$ cat src/rtl/s27_sig_compactor.sv
// Serial-input signature register that compacts the s27 G17 response stream
// into a SIG_W-bit signature over a programmable number of cycles.
module s27_sig_compactor #(
    parameter int               SIG_W = 16,
    parameter logic [SIG_W-1:0] POLY  = 16'h1021,
    parameter logic [SIG_W-1:0] SEED  = 16'h0000
) (
    input  logic             CK,
    input  logic             RN,
    input  logic             start,
    input  logic [7:0]       len,
    input  logic             G17,
    input  logic [SIG_W-1:0] golden,
    output logic             busy,
    output logic             done,
    output logic [SIG_W-1:0] sig,
    output logic             pass
);

    typedef enum logic [1:0] {
        IDLE = 2'd0,
        RUN  = 2'd1,
        DONE = 2'd2
    } state_t;

    state_t           state_q, state_d;
    logic [SIG_W-1:0] sig_q, sig_d;
    logic [7:0]       cnt_q, cnt_d;
    logic [7:0]       len_q, len_d;

    logic             fb;
    logic [SIG_W-1:0] sigNext;

    // Galois step: shift left, fold in the polynomial when the leaving bit
    // disagrees with the incoming response bit.
    assign fb      = sig_q[SIG_W-1] ^ G17;
    assign sigNext = {sig_q[SIG_W-2:0], 1'b0} ^ (fb ? POLY : '0);

    always_ff @(posedge CK or negedge RN) begin
        if (!RN) begin
            state_q <= IDLE;
            sig_q   <= '0;
            cnt_q   <= '0;
            len_q   <= '0;
        end else begin
            state_q <= state_d;
            sig_q   <= sig_d;
            cnt_q   <= cnt_d;
            len_q   <= len_d;
        end
    end

    always_comb begin
        state_d = state_q;
        sig_d   = sig_q;
        cnt_d   = cnt_q;
        len_d   = len_q;
        unique case (state_q)
            IDLE: begin
                if (start) begin
                    sig_d = SEED;
                    cnt_d = '0;
                    len_d = len;
                    state_d = (len == 8'd0) ? DONE : RUN;
                end
            end
            RUN: begin
                sig_d = sigNext;
                cnt_d = cnt_q + 8'd1;
                if (cnt_q == len_q - 8'd1) begin
                    state_d = DONE;
                end
            end
            DONE: begin
                state_d = IDLE;
            end
            default: begin
                state_d = IDLE;
            end
        endcase
    end

    assign busy = (state_q != IDLE);
    assign done = (state_q == DONE);
    assign sig  = sig_q;
    assign pass = done & (sig_q == golden);

endmodule

$ cat config.mk
export PLATFORM = sky130hd
export DESIGN_NAME = s27_sig_compactor
export DESIGN_NICKNAME = d
export VERILOG_FILES = /design/src/rtl/s27_sig_compactor.sv
export SDC_FILE = /design/constraint.sdc
export NUM_CORES = 1
export LEC_CHECK = 0
export ABC_AREA = 1
export CELL_PAD_IN_SITES_DETAIL_PLACEMENT = 0
export CELL_PAD_IN_SITES_GLOBAL_PLACEMENT = 1
export CORE_ASPECT_RATIO = 1.4
export CORE_MARGIN = 5
export CORE_UTILIZATION = 34
export DETAILED_ROUTE_END_ITERATION = 8
export GPL_TIMING_DRIVEN = 0
export PLACE_DENSITY = 0.82
export REMOVE_ABC_BUFFERS = 1
export SYNTH_ARGS = -nofsm -noshare
export SYNTH_HDL_FRONTEND = slang
export SYNTH_SLANG_ARGS = --single-unit
$ cat constraint.sdc
create_clock -name CK -period 1.9 [get_ports CK]
set_clock_uncertainty 0.15 [all_clocks]
set_input_delay 0.475 -clock CK [delete_from_list [all_inputs] [get_ports CK]]
set_output_delay 0.475 -clock CK [all_outputs]
set_load 0.02 [all_outputs]
==> results of run 1 <==
## worst paths after layout
| kind | to | from | slack [ns] |
|---|---|---|---|
| max | pass | golden[7] | -0.37 |
| min | sig[7] | RN | 0.11 |
| max reg2reg | state_q[0] | len_q[0] | 0.16 |
| min reg2reg | len_q[7] | len_q[7] | 0.41 |
| max in group asynchronous | len_q[0] | RN | 0.95 |
| min in group CK | len_q[7] | len_q[7] | 0.41 |
## kinds of logic (layout without fill, tap and decap cells)
| group | after synthesis | in the layout | synth area share [%] |
|---|---|---|---|
| xor gates and xnor gates | 5 | 5 | 2.24 |
| DFF | 34 | 34 | 43.5 |
| adders and majority gates | 2 | 2 | 1.28 |
| buffers and inverters | 55 | 109 | 10.9 |
| AOI/OAI and AO/OA | 59 | 59 | 17.0 |
| and+or+nand+nor | 109 | 109 | 25.1 |
## flip-flops by register name (all words and copies together) (netlist names)
register,flops
cnt_q,8
state_q,2
len_q,8
sig,16
## per-stage QoR
step                utilization, %  hold WS [ns]
floorplan                        -        0.0294
global placement              44.5         0.384
detailed placement            44.4         0.393
CTS                           46.7         0.127
global route                  48.5         0.169
finish                        48.5         0.112
## critical path: cells and delay by family
family | cells | cell delay (ns)
AO/OA/AOI/OAI | 2 | 0.24
buffers and inverters | 2 | 0.53
AND/OR/NAND/NOR | 3 | 0.40
## layout by cell type (no fill, tap or decap), drive strengths merged
cell,count
nor2,23
dlymetal6s2s,6
xor2,4
inv,50
ha,2
nand2,66
nor4,2
nand4,2
clkdlybuf4s15,2
clkdlybuf4s50,14
or2,3
clkbuf,5
a221oi,2
dfrtp,34
clkinv,2
nand3,12
a21oi,6
nor3,1
bufinv,1
buf,7
o22ai,19
a211oi,1
o21ai,31
dlygate4sd2,22
xnor2,1
## layer usage
layer | GRT usage, % | up-vias
met5 | 0 | -
met4 | 6.69 | 0
met1 | 16.8 | 858
met3 | 3.94 | 8
li1 | - | 956
met2 | 26.2 | 51
## area by class of cell
type	instances	area, sq um	share of cell area (%)
multi-input combinational	175	976	36.2
clock buffer	5	68.8	2.55
sequential	34	853	31.6
clock inverter	3	40.0	1.48
timing repair buffer	51	482	17.9
inverter	50	193	7.14
tap	68	85.1	3.15
## power groups by stage
stage / Combinational, W / Clock, W / Sequential, W
global placement: 0.00109 / 0 / 0.00103
CTS: 0.00112 / 0.000674 / 0.00100
floorplan: 0.000378 / 0 / 0.00121
global route: 0.00124 / 0.000705 / 0.00103
detailed placement: 0.00109 / 0 / 0.00102
finish: 0.00114 / 0.000655 / 0.00100
## repair_timing
action | CTS | global route
buffers inserted | 3 | 2
gates cloned | 0 | 0
resized for setup | 44 | 24
setup endpoints to repair | 12 | 20
pin swaps | 9 | 5
==> metrics.md, run 1 <==
| Metric | Value |
|---|---|
| Worst Tran Pin Value | `0.780 ns` |
| Fin. max-slew vios | `0` |
| RSZ-0062 raised after global routing | `yes` |
| Pwr dens | `1040 nW/um^2` |
| Main synth FF type | `dfrtp_1` |
| Metal1 wirelength | `2.08 mm` |
| Chip Height | `99.8 um` |
| Status | `finished, violations left` |
| Top Layer Used | `met4` |
| Sw Share | `between 30 and 40%` |
| Core ar. | `5570 sq um` |
| Root buf cell | `clkbuf_8` |
| DIE AREA | `7390 sq um` |
| Filler-free cell count of the finished design | `386` |
| Max Fanout on Critical Path | `2` |
| Avg WL per Cell | `around 13 um` |
| Mapped Area | `about 2000 sq um` |
| Placed Cells | `373` |
| Pin count of the biggest net entering global routing | `35` |
| Share of flip-flops with an asynchronous set or reset | `100%` |
| Warning count from the yosys run | `0` |
| Num CTS Buffers | `5` |
| Lkg Pwr | `~1.3 nW` |
| Worst Hold Class | `input port to async pin` |
| Clock transition at path regs | `0.07 ns` |
| Routed via count | `1873` |
| Routed met3 length | `around 290 um` |
| Setup Viol. Count Final | `1` |
| P_int | `0.00176 W` |
| Clock latency on the worst-skew pair | `slightly below 0.3 ns` |
| Synth area leaders | `dfrtp_1, nand2_1, inv_1` |
| Clock Path Buffers | `2` |
| Sequential element share of the synthesized area | `43.5%` |
| Wire length on met2 | `2.68 mm` |
| # hold bufs at CTS | `0` |
| # IOs | `47` |
| Initial antenna violation count | `0` |
| Share of cells above drive strength 1 | `between 10% and 20%` |
| Area share of the largest cell type after synthesis | `between 40% and 50%` |
| Placer Congestion | `0.813` |
| Critical path required time | `1.27 ns` |
| Part of the cycle the worst path needs | `120%` |
| Final #Nets | `347` |
| Leading area contributor after synthesis | `dfrtp_1` |
| Die width | `74.1 um` |
| Max cap viols | `0` |
| Cell count after synthesis | `264` |
| Initial core utilization | `35.2%` |
| Critical path type | `input port to output pin` |
| Net Sw Power | `0.00104 W` |
| Yosys cell types | `27` |
| Residual DRC | `0` |
| Top-count cell post-synth | `nand2_1` |
| Flops & latches, synth | `34` |
| Final HPWL DP | `3.81 mm` |
| Site row count | `32` |
| Worst Reg-to-Reg Cells | `12` |
| Area of placed instances | `2470 sq um` |
| DRT Pass-1 Iters | `4` |
| Post-route setup slack | `-0.371 ns` |
| Avg Cell Area, Syn | `about 7.4 sq um` |
| Area delta synth->final | `37.9%` |
| Total negative slack | `-0.371 ns` |
| Place WS | `-1.06 ns` |
| N_diodes | `0` |
| DR vias/cell | `about 4.9` |
| Peak supply drop | `0.000688 V` |
| Crit path DAT | `1.65 ns` |
| Startpoint Class | `input port` |
| Filler Cell Count | `565` |
| Slowest cell on crit path | `clkdlybuf4s50_1` |
| Clk pwr share | `23.4%` |
| Routed Wire Length | `5.19 mm` |
| CP max stage delay | `0.41 ns` |
| Sequential Power Share | `35.9%` |
| Critical Path, Cell by Cell | `clkdlybuf4s50_1 -> nand2_1 -> o21ai_2 -> a221oi_2 -> nand3_1 -> nor2_4 -> buf_6` |
| Drt first-iter violations | `51` |
| Tmin final | `2.27 ns` |
| Design Power | `around 0.0028 W` |
| Failing checks | `negative setup slack` |
| Total grt overflow | `0` |
| GR Util All Layers | `between 10% and 20%` |
| Fmax | `440 MHz` |
| Vias in the first global route | `1939` |
| Fin area | `2700 sq um` |
| H-tree depth | `2` |
| DRT antenna net count | `0` |
| Post-synth EDFFs | `0` |
| Port Buffers | `46` |
| Logic gate share of total power | `40.7%` |
| Sink Count | `34` |
| Commonest cells in the netlist | `nand2_1, inv_1, dfrtp_1` |
| Critical Path End Type | `output pin` |
| Hold Vio Cnt, Final | `0` |
| CTS tree | `built` |
| First-pass GRT wire length | `about 8.7 mm` |
| Slew HR | `48.0%` |
Note: power is estimated with default switching activity, not from simulation.
==> inputs of run 2 (changes only) <==
--- a/config.mk
+++ b/config.mk
@@ -12,7 +12,6 @@
 export CORE_MARGIN = 5
 export CORE_UTILIZATION = 34
 export DETAILED_ROUTE_END_ITERATION = 8
-export GPL_TIMING_DRIVEN = 0
 export PLACE_DENSITY = 0.82
 export REMOVE_ABC_BUFFERS = 1
 export SYNTH_ARGS = -nofsm -noshare
==> run 2 against run 1 <==
Against the previous run: the flow still finishes with violations (negative setup slack); register-to-register slack lost 0.03 ns; sequential power about the same; die area unchanged; worst setup slack improved by 0.15 ns; critical path depth is 1 lower; sequential share of layout area decreased by 2.6 points; routed wire length increased by 3.9%; first-iteration DRC count rose by 53%; critical path type unchanged; largest power group unchanged.
==> metrics.md, run 2 (synthesized netlist as in run 1, its figures left out) <==
| Metric | Value |
|---|---|
| Status | `finished, violations left` |
| Failing checks | `negative setup slack` |
| Initial core utilization | `35.2%` |
| Worst Hold Class | `input port to async pin` |
| Residual DRC | `0` |
| Placer Congestion | `between 0.8 and 0.9` |
| DIE AREA | `7390 sq um` |
| Fin Hold WS | `0.411 ns` |
| DRT antenna net count | `0` |
| Hold Vio Cnt, Final | `0` |
| Pwr dens | `1080 nW/um^2` |
| Tmin final | `approximately 2.1 ns` |
| Critical path type | `input port to output pin` |
| DR vias/cell | `4.74` |
| Net Sw Power | `0.00113 W` |
| Routed Wire Length | `5.39 mm` |
| Vias in the first global route | `2094` |
| Max cap viols | `0` |
| GR Util All Layers | `16.2%` |
| Core ar. | `5570 sq um` |
| First-pass GRT wire length | `9.44 mm` |
| Avg WL per Cell | `12.7 um` |
| Pin count of the biggest net entering global routing | `35` |
| Reg2reg setup slack | `roughly 0.13 ns` |
| Logic gate share of total power | `48.7%` |
| Crit path DAT | `between 1 and 1.5 ns` |
| P_int | `0.00205 W` |
| DRT Pass-1 Iters | `4` |
| Total negative slack | `-0.219 ns` |
| Clock latency on the worst-skew pair | `0.28 ns` |
| Clk pwr share | `19.9%` |
| Area delta synth->final | `49.9%` |
| Root buf cell | `clkbuf_8` |
| # IOs | `47` |
| CP max stage delay | `~0.47 ns` |
| Routed via count | `2003` |
| Filler Cell Count | `551` |
| Fin util | `52.7%` |
| Die width | `between 70 and 80 um` |
| Drt first-iter violations | `between 70 and 80` |
| Clock Path Buffers | `2` |
| Design Power | `around 0.0032 W` |
| Chip Height | `99.8 um` |
| Max Fanout on Critical Path | `2` |
| RSZ-0062 raised after global routing | `yes` |
| Worst Tran Pin Value | `about 0.37 ns` |
| N_diodes | `0` |
| Peak supply drop | `0.000672 V` |
| Commonest non-fill, non-tap cells in the layout | `nand2_1, inv_1, buf_4` |
| Slowest cell on crit path | `clkdlybuf4s50_1` |
| Fmax | `between 400 and 500 MHz` |
| Sequential Power Share | `31.4%` |
| Sw Share | `35.6%` |
| Final #Nets | `around 380` |
| Critical path required time | `1.27 ns` |
| Setup Viol. Count Final | `1` |
| Part of the cycle the worst path needs | `112%` |
| H-tree depth | `2` |
| Post-route setup slack | `-0.219 ns` |
| Total grt overflow | `0` |
| Final HPWL DP | `4.18 mm` |
| Max FFs per register | `16` |
| Critical Path End Type | `output pin` |
| Num CTS Buffers | `5` |
| Area of the multi-input gates | `about 950 sq um` |
| Critical Path, Cell by Cell | `clkdlybuf4s50_1 -> o21ai_0 -> a21oi_1 -> nand3_1 -> nor2_1 -> buf_4` |
| Slew HR | `75.5%` |
| Clock transition at path regs | `0.07 ns` |
| Place WS | `-1.04 ns` |
| Sink Count | `34` |
| Most common cell after layout, fill and taps aside | `nand2_1` |
| Share of cells above drive strength 1 | `26.2%` |
| Initial antenna violation count | `0` |
| CTS tree | `built` |
| Port Buffers | `46` |
| Site row count | `32` |
| Register Area | `851 sq um` |
| Fin. max-slew vios | `0` |
| Startpoint Class | `input port` |
| Lkg Pwr | `1.48 nW` |
[run 2: changes by cell type in the layout (fill, tap and decap cells not counted), sizes merged]
cell / change
dlygate4sd2: +4
buf: +37
clkinv: -2
bufinv: -1
clkdlybuf4s50: -2
dlymetal6s2s: -5
clkbuf: +6
[run 2: what timing repair did]
item	CTS	global route
buffers inserted	1	3
resized for setup	55	18
endpoints found under the hold margin	0	0
hold buffers	0	0
pin swaps	8	6
setup endpoints to repair	19	5
[run 2: per-stage QoR]
stage          instances  cell area (sq um)
2_1_floorplan        259               1930
3_3_place_gp         411               2770
3_5_place_dp         411               2770
4_1_cts              420               2900
5_1_grt              423               2930
6_report             423               2930
[run 2: worst paths after layout]
kind	to	cells after the start	start
max	pass	6	golden[0]
min	sig[9]	2	RN
max reg2reg	state_q[0]	12	len_q[0]
min reg2reg	len_q[7]	2	len_q[7]
max in group asynchronous	sig[3]	2	RN
min in group CK	len_q[7]	2	len_q[7]
[run 2: critical path: cells and delay by family]
kind	cells	cell delay (ns)
AND/OR/NAND/NOR	2	0.20
buffers and inverters	2	0.61
AO/OA/AOI/OAI	2	0.20
[run 2: power groups by stage]
stage | logic (W) | clock network [W] | registers [W]
global placement | 0.00151 | 0 | 0.00100
floorplan | 0.000378 | 0 | 0.00121
detailed placement | 0.00152 | 0 | 0.000997
finish | 0.00155 | 0.000634 | 0.00100
CTS | 0.00147 | 0.000647 | 0.000996
global route | 0.00169 | 0.000669 | 0.00102
[run 2: area by class of cell]
type	count	share of cell area [%]
Multi-Input combinational cell	175	32.5
Sequential cell	34	29.0
Timing Repair Buffer	88	25.4
Inverter	50	6.40
Clock buffer	8	3.75
Tap cell	68	2.90
[run 2: layer usage]
layer / part of all wire, % / global-route usage (%) / vias up
met5: 0 / 0 / -
met4: 2.1 / 5.44 / 0
met3: 5.0 / 4.15 / 14
met2: 53 / 28.8 / 45
met1: 40 / 18.5 / 914
li1: - / - / 1030
